<file path="src/rtl/rca_nibble_seq.sv">
// Multi-nibble add sequencer: a WIDTH-bit add is walked 4 bits per cycle through
// one rca_4bit, with the carry held in a register between nibbles.

module rca_4bit (
    input  logic [3:0] i_a,
    input  logic [3:0] i_b,
    input  logic       i_cin,
    output logic [3:0] o_sum,
    output logic       o_cout
);
    assign {o_cout, o_sum} = {1'b0, i_a} + {1'b0, i_b} + {4'b0000, i_cin};
endmodule

module rca_nibble_seq #(
    parameter int WIDTH = 16
) (
    input  logic             clk,
    input  logic             rst,
    input  logic             in_valid,
    output logic             in_ready,
    input  logic [WIDTH-1:0] a,
    input  logic [WIDTH-1:0] b,
    input  logic             cin,
    output logic             out_valid,
    input  logic             out_ready,
    output logic [WIDTH-1:0] sum,
    output logic             cout,
    output logic             ovf,
    output logic             busy
);
    localparam int NIB = WIDTH / 4;
    localparam int IW  = (NIB > 1) ? $clog2(NIB) : 1;
    localparam logic [IW-1:0] LAST_IDX = IW'(NIB - 1);

    typedef enum logic [1:0] {
        S_IDLE = 2'd0,
        S_RUN  = 2'd1,
        S_DONE = 2'd2
    } state_t;

    state_t            r_state;
    state_t            w_state_nxt;

    logic [WIDTH-1:0]  r_a;
    logic [WIDTH-1:0]  r_b;
    logic              r_carry;
    logic [IW-1:0]     r_idx;
    logic [WIDTH-5:0]  r_acc;
    logic [WIDTH-1:0]  r_sum;
    logic              r_cout;
    logic              r_ovf;

    logic [3:0]        w_a_nib;
    logic [3:0]        w_b_nib;
    logic [3:0]        w_nib_sum;
    logic              w_nib_cout;
    logic              w_last;
    logic              w_accept;

    assign w_last   = (r_idx == LAST_IDX);
    assign w_accept = (r_state == S_IDLE) && in_valid;

    always_comb begin
        w_a_nib = 4'h0;
        w_b_nib = 4'h0;
        for (int k = 0; k < NIB; k++) begin
            if (r_idx == IW'(k)) begin
                w_a_nib = r_a[4*k +: 4];
                w_b_nib = r_b[4*k +: 4];
            end
        end
    end

    rca_4bit u_rca (
        .i_a    (w_a_nib),
        .i_b    (w_b_nib),
        .i_cin  (r_carry),
        .o_sum  (w_nib_sum),
        .o_cout (w_nib_cout)
    );

    always_ff @(posedge clk or posedge rst) begin
        if (rst) begin
            r_state <= S_IDLE;
        end else begin
            r_state <= w_state_nxt;
        end
    end

    always_comb begin
        w_state_nxt = r_state;
        case (r_state)
            S_IDLE:  if (in_valid)  w_state_nxt = S_RUN;
            S_RUN:   if (w_last)    w_state_nxt = S_DONE;
            S_DONE:  if (out_ready) w_state_nxt = S_IDLE;
            default:                w_state_nxt = S_IDLE;
        endcase
    end

    // The top nibble never lands in r_acc; it goes straight into the result register.
    always_ff @(posedge clk or posedge rst) begin
        if (rst) begin
            r_a     <= '0;
            r_b     <= '0;
            r_carry <= 1'b0;
            r_idx   <= '0;
            r_acc   <= '0;
            r_sum   <= '0;
            r_cout  <= 1'b0;
            r_ovf   <= 1'b0;
        end else if (w_accept) begin
            r_a     <= a;
            r_b     <= b;
            r_carry <= cin;
            r_idx   <= '0;
            r_acc   <= '0;
        end else if (r_state == S_RUN) begin
            for (int k = 0; k < NIB - 1; k++) begin
                if (r_idx == IW'(k)) begin
                    r_acc[4*k +: 4] <= w_nib_sum;
                end
            end
            r_carry <= w_nib_cout;
            r_idx   <= r_idx + IW'(1);
            if (w_last) begin
                r_idx  <= '0;
                r_sum  <= {w_nib_sum, r_acc};
                r_cout <= w_nib_cout;
                r_ovf  <= (r_a[WIDTH-1] == r_b[WIDTH-1]) && (w_nib_sum[3] != r_a[WIDTH-1]);
            end
        end
    end

    assign in_ready  = (r_state == S_IDLE) && !rst;
    assign out_valid = (r_state == S_DONE);
    assign busy      = (r_state != S_IDLE);
    assign sum       = r_sum;
    assign cout      = r_cout;
    assign ovf       = r_ovf;

endmodule

</file>
<file path="config.mk">
export PLATFORM = sky130hd
export DESIGN_NAME = rca_nibble_seq
export DESIGN_NICKNAME = d
export VERILOG_FILES = /design/src/rtl/rca_nibble_seq.sv
export SDC_FILE = /design/constraint.sdc
export NUM_CORES = 1
export LEC_CHECK = 0
export ABC_AREA = 1
export BUFFER_PORTS_ARGS = -buffer_cell sky130_fd_sc_hd__buf_2
export CAP_MARGIN = 20
export CORE_ASPECT_RATIO = 2
export CORE_MARGIN = 8
export CORE_UTILIZATION = 27
export DETAILED_ROUTE_END_ITERATION = 8
export PLACE_DENSITY = 0.43
export SYNTH_ARGS = -nofsm -noshare
export SYNTH_HDL_FRONTEND = slang
export SYNTH_SLANG_ARGS = --single-unit
</file>
<file path="constraint.sdc">
create_clock -name clk -period 4.82 [get_ports clk]
set_clock_uncertainty 0.05 [all_clocks]
set_input_delay 0.964 -clock clk [delete_from_list [all_inputs] [get_ports clk]]
set_output_delay 0.964 -clock clk [all_outputs]
set_load 0.02 [all_outputs]
</file>
==> summary.md, run 1 <==
| Metric | Value |
|---|---|
| CP max FO | `14` |
| DR vias/cell | `4.33` |
| Worst-skew pair later-pin latency | `0.33 ns` |
| Worst Hold Path EP | `sum[1]$_DFFE_PP0P_` |
| Switching share of power | `43.4%` |
| Power density over the cells | `778 mW/mm2` |
| # DRC | `0` |
| Clock slew at reported path FFs | `0.05 ns` |
| Antenna fix cells | `0` |
| WP data arrival | `3.05 ns` |
| Final Max Tran Viols | `0` |
| GPL Wtd Cong | `0.852` |
| Worst-margin pin slew | `0.667 ns` |
| Initial antenna violation count | `0` |
| Overall Global Routing Usage | `11.3%` |
| Post-cts sizing count | `0` |
| Post-Place Cells | `551` |
| Clock Tree Buf Depth | `2` |
| Routed wire length | `7950 um` |
| Syn-to-layout area delta | `21.1%` |
| Worst Reg2Reg Path Length in Cells | `12` |
| Fin. Hold Viols | `0` |
| Startpoint Class | `flip-flop` |
| Worst slew margin | `between 50% and 60%` |
| Comb pwr share | `46.4%` |
| First-pass GRT wire length | `13300 um` |
| # setup viols final | `0` |
| Status | `complete, no violations` |
| Hold path cells | `2` |
| Hold buffer count at cts | `0` |
| Number of global-route vias before repair | `2714` |
| Final WS setup | `~2.0 ns` |
| Final hold slack | `around 0.41 ns` |
| Mapped Area | `0.00307 mm2` |
| Avg Synthesized Cell Area | `8.44 um2` |
| Largest net degree at the start of global routing | `46` |
| Reg2Reg Setup Slack | `1.98 ns` |
| DIE AREA | `0.0153 mm2` |
| Worst reg2reg endpoint | `r_acc[6]$_DFFE_PP0P_` |
| Critical Path Sink Type | `flip-flop` |
| RR Startpoint | `r_idx[1]$_DFFE_PP0P_` |
| Routed via count | `approximately 2.5k` |
| #FFs+latches synth | `67` |
| Worst hold path startpoint | `sum[1]$_DFFE_PP0P_` |
| Int Power | `1.64 mW` |
| Layout Nets | `466` |
| Seq pwr share | `33.6%` |
| Root Driver | `clkbuf_16` |
| Cells after Synth | `between 300 and 400` |
| Switching power of the nets | `around 1.3 mW` |
| Dpl hpwl | `approximately 6000 um` |
| H-tree depth | `3` |
| DRT antenna net count | `0` |
| Die Wd | `91.4 um` |
| Boundary pin count | `58` |
| Row count | `55` |
| Proportion of layout cells with a drive suffix above 1 | `19.3%` |
| Synth warnings | `0` |
| Setup TNS | `0 ns` |
| Core ar. | `0.0112 mm2` |
| Clock power share | `20.0%` |
| Fmax | `~0.35 GHz` |
| Setup slack at placement | `1.96 ns` |
| Final min period | `2.84 ns` |
| Routed len/inst | `14.0 um` |
| CTS tree | `built` |
| Worst endpoint required time | `5.03 ns` |
| Die Span Y | `167 um` |
| RSZ-0062 raised after global routing | `no` |
| Total gr overflow | `0` |
| Initial core utilization | `a little over a quarter` |
| Leak | `between 1.5 and 2 nW` |
| Iter 0 DRT Violations | `a little over 100` |
| Register area share after synthesis | `54.6%` |
| CP Class | `reg -> reg` |
| Final worst-path cycle share | `roughly three fifths` |
| Non-Filler Instances | `between 500 and 600` |
| Number of max-cap violations | `0` |
| Post-CTS Setup Bufs | `0` |
| Yosys cell types | `27` |
| Syn_nets | `between 400 and 500` |
| Drt first pass iters | `4` |
| Maximum vdd ir drop | `0.000212 V` |
| Num CTS Buffers | `9` |
| Buffers added on ports | `57` |
| Min-Delay Path Class | `reg -> reg` |
| Crit path from | `r_idx[1]$_DFFE_PP0P_` |
| CTS Sinks | `between 60 and 70` |
[power groups by stage]
stage	registers, mW	logic (mW)	clock network [mW]
finish	0.973	1.34	0.578
global route	1.00	1.57	0.620
CTS	0.978	1.39	0.595
detailed placement	0.985	1.38	0
global placement	0.982	1.36	0
floorplan	1.02	0.955	0
[worst max-delay path, cell delays in order, from the launching register on]
cell and delay, ns:
dfrtp_1 0.40, inv_1 0.10, ha_1 0.45, nand2_1 0.09, o21ai_0 0.09, nand2_1 0.07, nand2_1 0.06, o21ai_0 0.12
fa_1 0.44, fa_1 0.42, xnor2_1 0.20, nand2_1 0.11, o21ai_0 0.17
[cell usage after synthesis (all sizes together)]
cell type,number,area share [%]
or2,3,0.61
inv,32,3.9
nand2,158,20
o21bai,1,0.24
o21ai,42,6.8
nand4,3,0.61
fa,2,1.3
buf,13,2.8
xnor2,1,0.29
dfrtp,67,55
o21a,1,0.24
a22oi,3,0.73
nand3,8,1.3
o211ai,2,0.49
o31ai,1,0.24
nor2,6,1.1
ha,7,2.9
a21oi,14,2.3
[layer usage]
metal  part of all wire, %  wire, um  track usage (%)
met5                     0         0                0
met4                   2.5       201             6.89
met3                   4.9       392             3.47
met2                    54      4290             20.4
met1                    39      3060             10.6
[placed cells by master, fill, tap and decap left out]
cell type / instances
clkinv_2: 3
dfrtp_1: 67
a22oi_1: 3
nand2_4: 1
nor2_2: 1
clkbuf_1: 2
nor2_1: 4
nor2_4: 1
inv_2: 5
nand2_2: 1
ha_1: 7
o31ai_1: 1
o21bai_1: 1
o21ai_0: 31
inv_1: 27
a21oi_1: 14
xnor2_1: 1
or2_2: 1
o21a_1: 1
clkinvlp_4: 2
o211ai_1: 2
nand3_1: 8
buf_2: 57
buf_4: 1
clkbuf_16: 9
nand2_1: 156
nand4_1: 3
fa_1: 2
o21ai_1: 11
or2_1: 2
[kinds of logic (layout without fill, tap and decap cells)]
| logic type | after synthesis | after routing | share of synthesized area, % |
|---|---|---|---|
| buf+inv | 45 | 106 | 6.68 |
| flops | 67 | 67 | 54.6 |
| simple gates | 178 | 178 | 23.2 |
| fa+ha+maj | 9 | 9 | 4.15 |
| compound gates | 64 | 64 | 11.1 |
| xor+xnor | 1 | 1 | 0.285 |
[state kept, by name, summed over array words and instances, names as in the netlist]
register	cells
sum	16
r_carry	1
r_acc	12
cout	1
r_state	2
ovf	1
r_b	16
r_a	16
r_idx	2
[how the worst max path moves through the flow]
stage	endpoint	slack, ns
5_1_grt	r_acc[10]$_DFFE_PP0P_	1.59
3_5_place_dp	r_acc[6]$_DFFE_PP0P_	1.96
3_3_place_gp	r_acc[2]$_DFFE_PP0P_	2.07
6_report	r_acc[6]$_DFFE_PP0P_	1.98
4_1_cts	r_acc[6]$_DFFE_PP0P_	1.94
2_1_floorplan	cout$_DFFE_PP0P_	2.12
[area by class of cell]
type,instances,area [um2]
clock buffers,11,233
well taps,142,178
fillers,1215,7500
repair buffers,58,293
multi-input cells,252,1190
flip-flops and latches,67,1680
inverters,32,120
clock inverters,5,30.0
[metrics by stage]
| stage | utilization [%] | area (um2) | total power [mW] |
|---|---|---|---|
| after floorplan | - | 3070 | 1.98 |
| after global placement | 30.8 | 3460 | 2.35 |
| after detailed placement | 30.8 | 3460 | 2.36 |
| after CTS | 33.2 | 3720 | 2.96 |
| after global routing | 33.2 | 3720 | 3.19 |
| final | 33.2 | 3720 | 2.89 |
No activity file was read; power rests on OpenSTA's default activity.
==> run 2: changes to the inputs <==
- ABC_AREA: 1 -> 0
- clock period: 4.82 -> 3 ns (I/O delays scaled with it)
==> summary.md, run 2 <==
| Metric | Value |
|---|---|
| Status | `complete, no violations` |
| First-pass GRT wire length | `13100 um (-1.4%)` |
| Commonest non-fill, non-tap cell in the layout | `nand2_1` |
| CTS Sinks | `67 (unchanged)` |
| Antenna fix cells | `0 (unchanged)` |
| Post-synth EDFFs | `0 (unchanged)` |
| Setup TNS | `0 ns (unchanged)` |
| Routed len/inst | `15.1 um (+7.6%)` |
| Worst-skew pair later-pin latency | `0.33 ns (about the same)` |
| Post-Synth Adder-Cell Area | `4.08% (-0.080 points)` |
| Final worst-path cycle share | `91.0% (+32 points)` |
| Post-Place Cells | `519 (-5.8%)` |
| # DRC | `0 (unchanged)` |
| Proportion of layout cells with a drive suffix above 1 | `25.2% (+5.9 points)` |
| WP data arrival | `2.90 ns (-0.15 ns)` |
| Post-CTS Setup Bufs | `0 (unchanged)` |
| Initial antenna violation count | `0 (unchanged)` |
| XOR/XNOR Fraction of Synth Area | `0.559% (+0.27 points)` |
| Startpoint Class | `flip-flop` |
| Syn-to-layout area delta | `24.5%` |
| Register area share after synthesis | `53.5% (-1.0 points)` |
| Routed via count | `2386 (-2.9%)` |
| Iter 0 DRT Violations | `88 (-13%)` |
| Post-synth top cells | `nand2_1, dfrtp_1, a21oi_1` |
| Yosys cell types | `39 (+44%)` |
| Boundary pin count | `58 (unchanged)` |
| Die Wd | `92.2 um (+0.80%)` |
| Mux share of post-synthesis cell area | `6.43% (+6.4 points)` |
| Final min period | `2.73 ns (-0.109 ns)` |
| Area leader, netlist | `dfrtp_1` |
| Root Driver | `clkbuf_16` |
| Largest net degree at the start of global routing | `38 (-17%)` |
| Mapped Area | `0.00313 mm2 (+2.0%)` |
| Worst endpoint required time | `3.17 ns (-1.86 ns)` |
| GPL Wtd Cong | `0.797 (-6.4%)` |
| Final WS setup | `0.269 ns (-1.71 ns)` |
| Clock Tree Buf Depth | `2 (unchanged)` |
| # setup viols final | `0 (unchanged)` |
| Leak | `1.97 nW (+0.81%)` |
| Worst slew margin | `54.8% (-0.68 points)` |
| Dpl hpwl | `6270 um (+4.1%)` |
| Core ar. | `0.0113 mm2 (+0.61%)` |
| Cells after Synth | `329 (-9.6%)` |
| Critical Path Sink Type | `flip-flop` |
| Total gr overflow | `0 (unchanged)` |
| Fin. Hold Viols | `0 (unchanged)` |
| Post-synth top flop | `dfrtp_1` |
| Most frequent cells in the layout | `nand2_1, dfrtp_1, buf_2` |
| #FFs+latches synth | `67 (unchanged)` |
| Routed wire length | `8070 um (+1.6%)` |
| Final Max Tran Viols | `0 (unchanged)` |
| Fmax | `0.366 GHz (+4.0%)` |
| DR vias/cell | `4.46 (+2.9%)` |
| Number of global-route vias before repair | `2549 (-6.1%)` |
| CTS tree | `built` |
| Total power | `4.74 mW (+64%)` |
| Synth warnings | `0 (unchanged)` |
| Avg Synthesized Cell Area | `9.52 um2 (+13%)` |
| Buffers added on ports | `57 (unchanged)` |
| RSZ-0062 raised after global routing | `no` |
| Die Span Y | `168 um (+0.88%)` |
| Post-Route Utilization | `34.6% (+1.4 points)` |
| Non-Filler Instances | `535 (-5.6%)` |
| Most common cell in the netlist | `nand2_1` |
| Num CTS Buffers | `9 (unchanged)` |
| DIE AREA | `0.0155 mm2 (+1.7%)` |
| Initial core utilization | `27.7% (+0.37 points)` |
| Clock slew at reported path FFs | `0.06 ns (about the same)` |
| Worst-margin pin slew | `0.678 ns (+0.0102 ns)` |
| CP max FO | `9 (-5)` |
| Largest family of logic cells by synthesized area | `simple AND/OR/NAND/NOR gates` |
| Synth Area in Compound Gates | `9.15% (-1.9 points)` |
| Maximum vdd ir drop | `0.000364 V (+71%)` |
| DRT antenna net count | `0 (unchanged)` |
| Number of max-cap violations | `0 (unchanged)` |
| CP Class | `reg -> reg` |
| Layout fillers | `1234 (+1.6%)` |
| Share of the synthesized area in the top cell type | `53.5% (-1.0 points)` |
| Post-synthesis simple-gate area fraction | `22.7% (-0.49 points)` |
| Drt first pass iters | `4 (unchanged)` |
| Power density over the cells | `1220 mW/mm2 (+56%)` |
| Overall Global Routing Usage | `11.1% (-0.12 points)` |
| Min-Delay Path Class | `in -> async` |
| Setup slack at placement | `0.116 ns (-1.85 ns)` |
| Row count | `55 (unchanged)` |
| Syn_nets | `375 (-8.5%)` |
| H-tree depth | `3 (unchanged)` |
| Synth area leaders | `dfrtp_1, nand2_1, mux2_4` |
| FFs w/ async S/R, synth | `100% (unchanged)` |
| Layout Nets | `434 (-6.9%)` |
-- run 2: critical path: stages, from the launching register on --
cell and delay [ns]:
dfrtp_2 0.42, inv_1 0.08, ha_1 0.32, nor2b_1 0.18, nor3_1 0.18, a21oi_1 0.08, fa_1 0.44, fa_1 0.43
xnor2_2 0.18, mux2_2 0.27
-- run 2: path summary, 6_finish.rpt --
path / start / to / slack (ns) / depth (start not counted)
max: r_idx[0]$_DFFE_PP0P_ / sum[14]$_DFFE_PP0P_ / 0.27 / 9
min: rst / r_b[7]$_DFFE_PP0P_ / 0.33 / 2
max reg2reg: r_idx[0]$_DFFE_PP0P_ / sum[14]$_DFFE_PP0P_ / 0.27 / 9
min reg2reg: sum[15]$_DFFE_PP0P_ / sum[15]$_DFFE_PP0P_ / 0.43 / 2
max in group asynchronous: rst / r_a[15]$_DFFE_PP0P_ / 1.94 / 3
min in group clk: b[15] / r_b[15]$_DFFE_PP0P_ / 0.40 / 3
-- run 2: area by class of cell --
cell class | count | area (um2) | area share (%)
Sequential cell | 67 | 1680 | 43.0
Tap cell | 142 | 178 | 4.56
Timing Repair Buffer | 65 | 358 | 9.18
Clock inverter | 6 | 66.3 | 1.70
Multi-Input combinational cell | 238 | 1370 | 35.0
Clock buffer | 10 | 229 | 5.87
Inverter | 7 | 26.3 | 0.674
-- run 2: stage by stage --
step | hold WS, ns | cell area, um2
final | 0.328 | 3900
after global routing | 0.380 | 3900
after CTS | 0.346 | 3880
after detailed placement | 0.421 | 3580
after global placement | 0.413 | 3580
after floorplan | 0.388 | 3130
-- run 2: layer usage --
layer  wire (um)  track usage (%)
met1        2970             10.8
met2        4480             20.1
met3         329             3.43
met4         292             6.43
met5           0                0
-- run 2: power by group --
part | leakage [nW] | internal [mW] | switching (mW)
Clock | 0.135 | 0.643 | 0.394
Combinational | 0.982 | 0.897 | 1.23
Sequential | 0.853 | 1.30 | 0.272
-- run 2: cells by family (layout without fill, tap and decap cells) --
logic type	Yosys count	in the layout
DFF	67	67
buffers and inverters	24	88
xor gates and xnor gates	2	2
muxes	15	15
and+or+nand+nor	165	165
AOI/OAI and AO/OA	47	47
adders and majority gates	9	9
-- run 2: repair_timing --
action	in CTS	in global routing
hold buffers	0	0
gates resized for setup	0	4
setup endpoints to repair	0	9
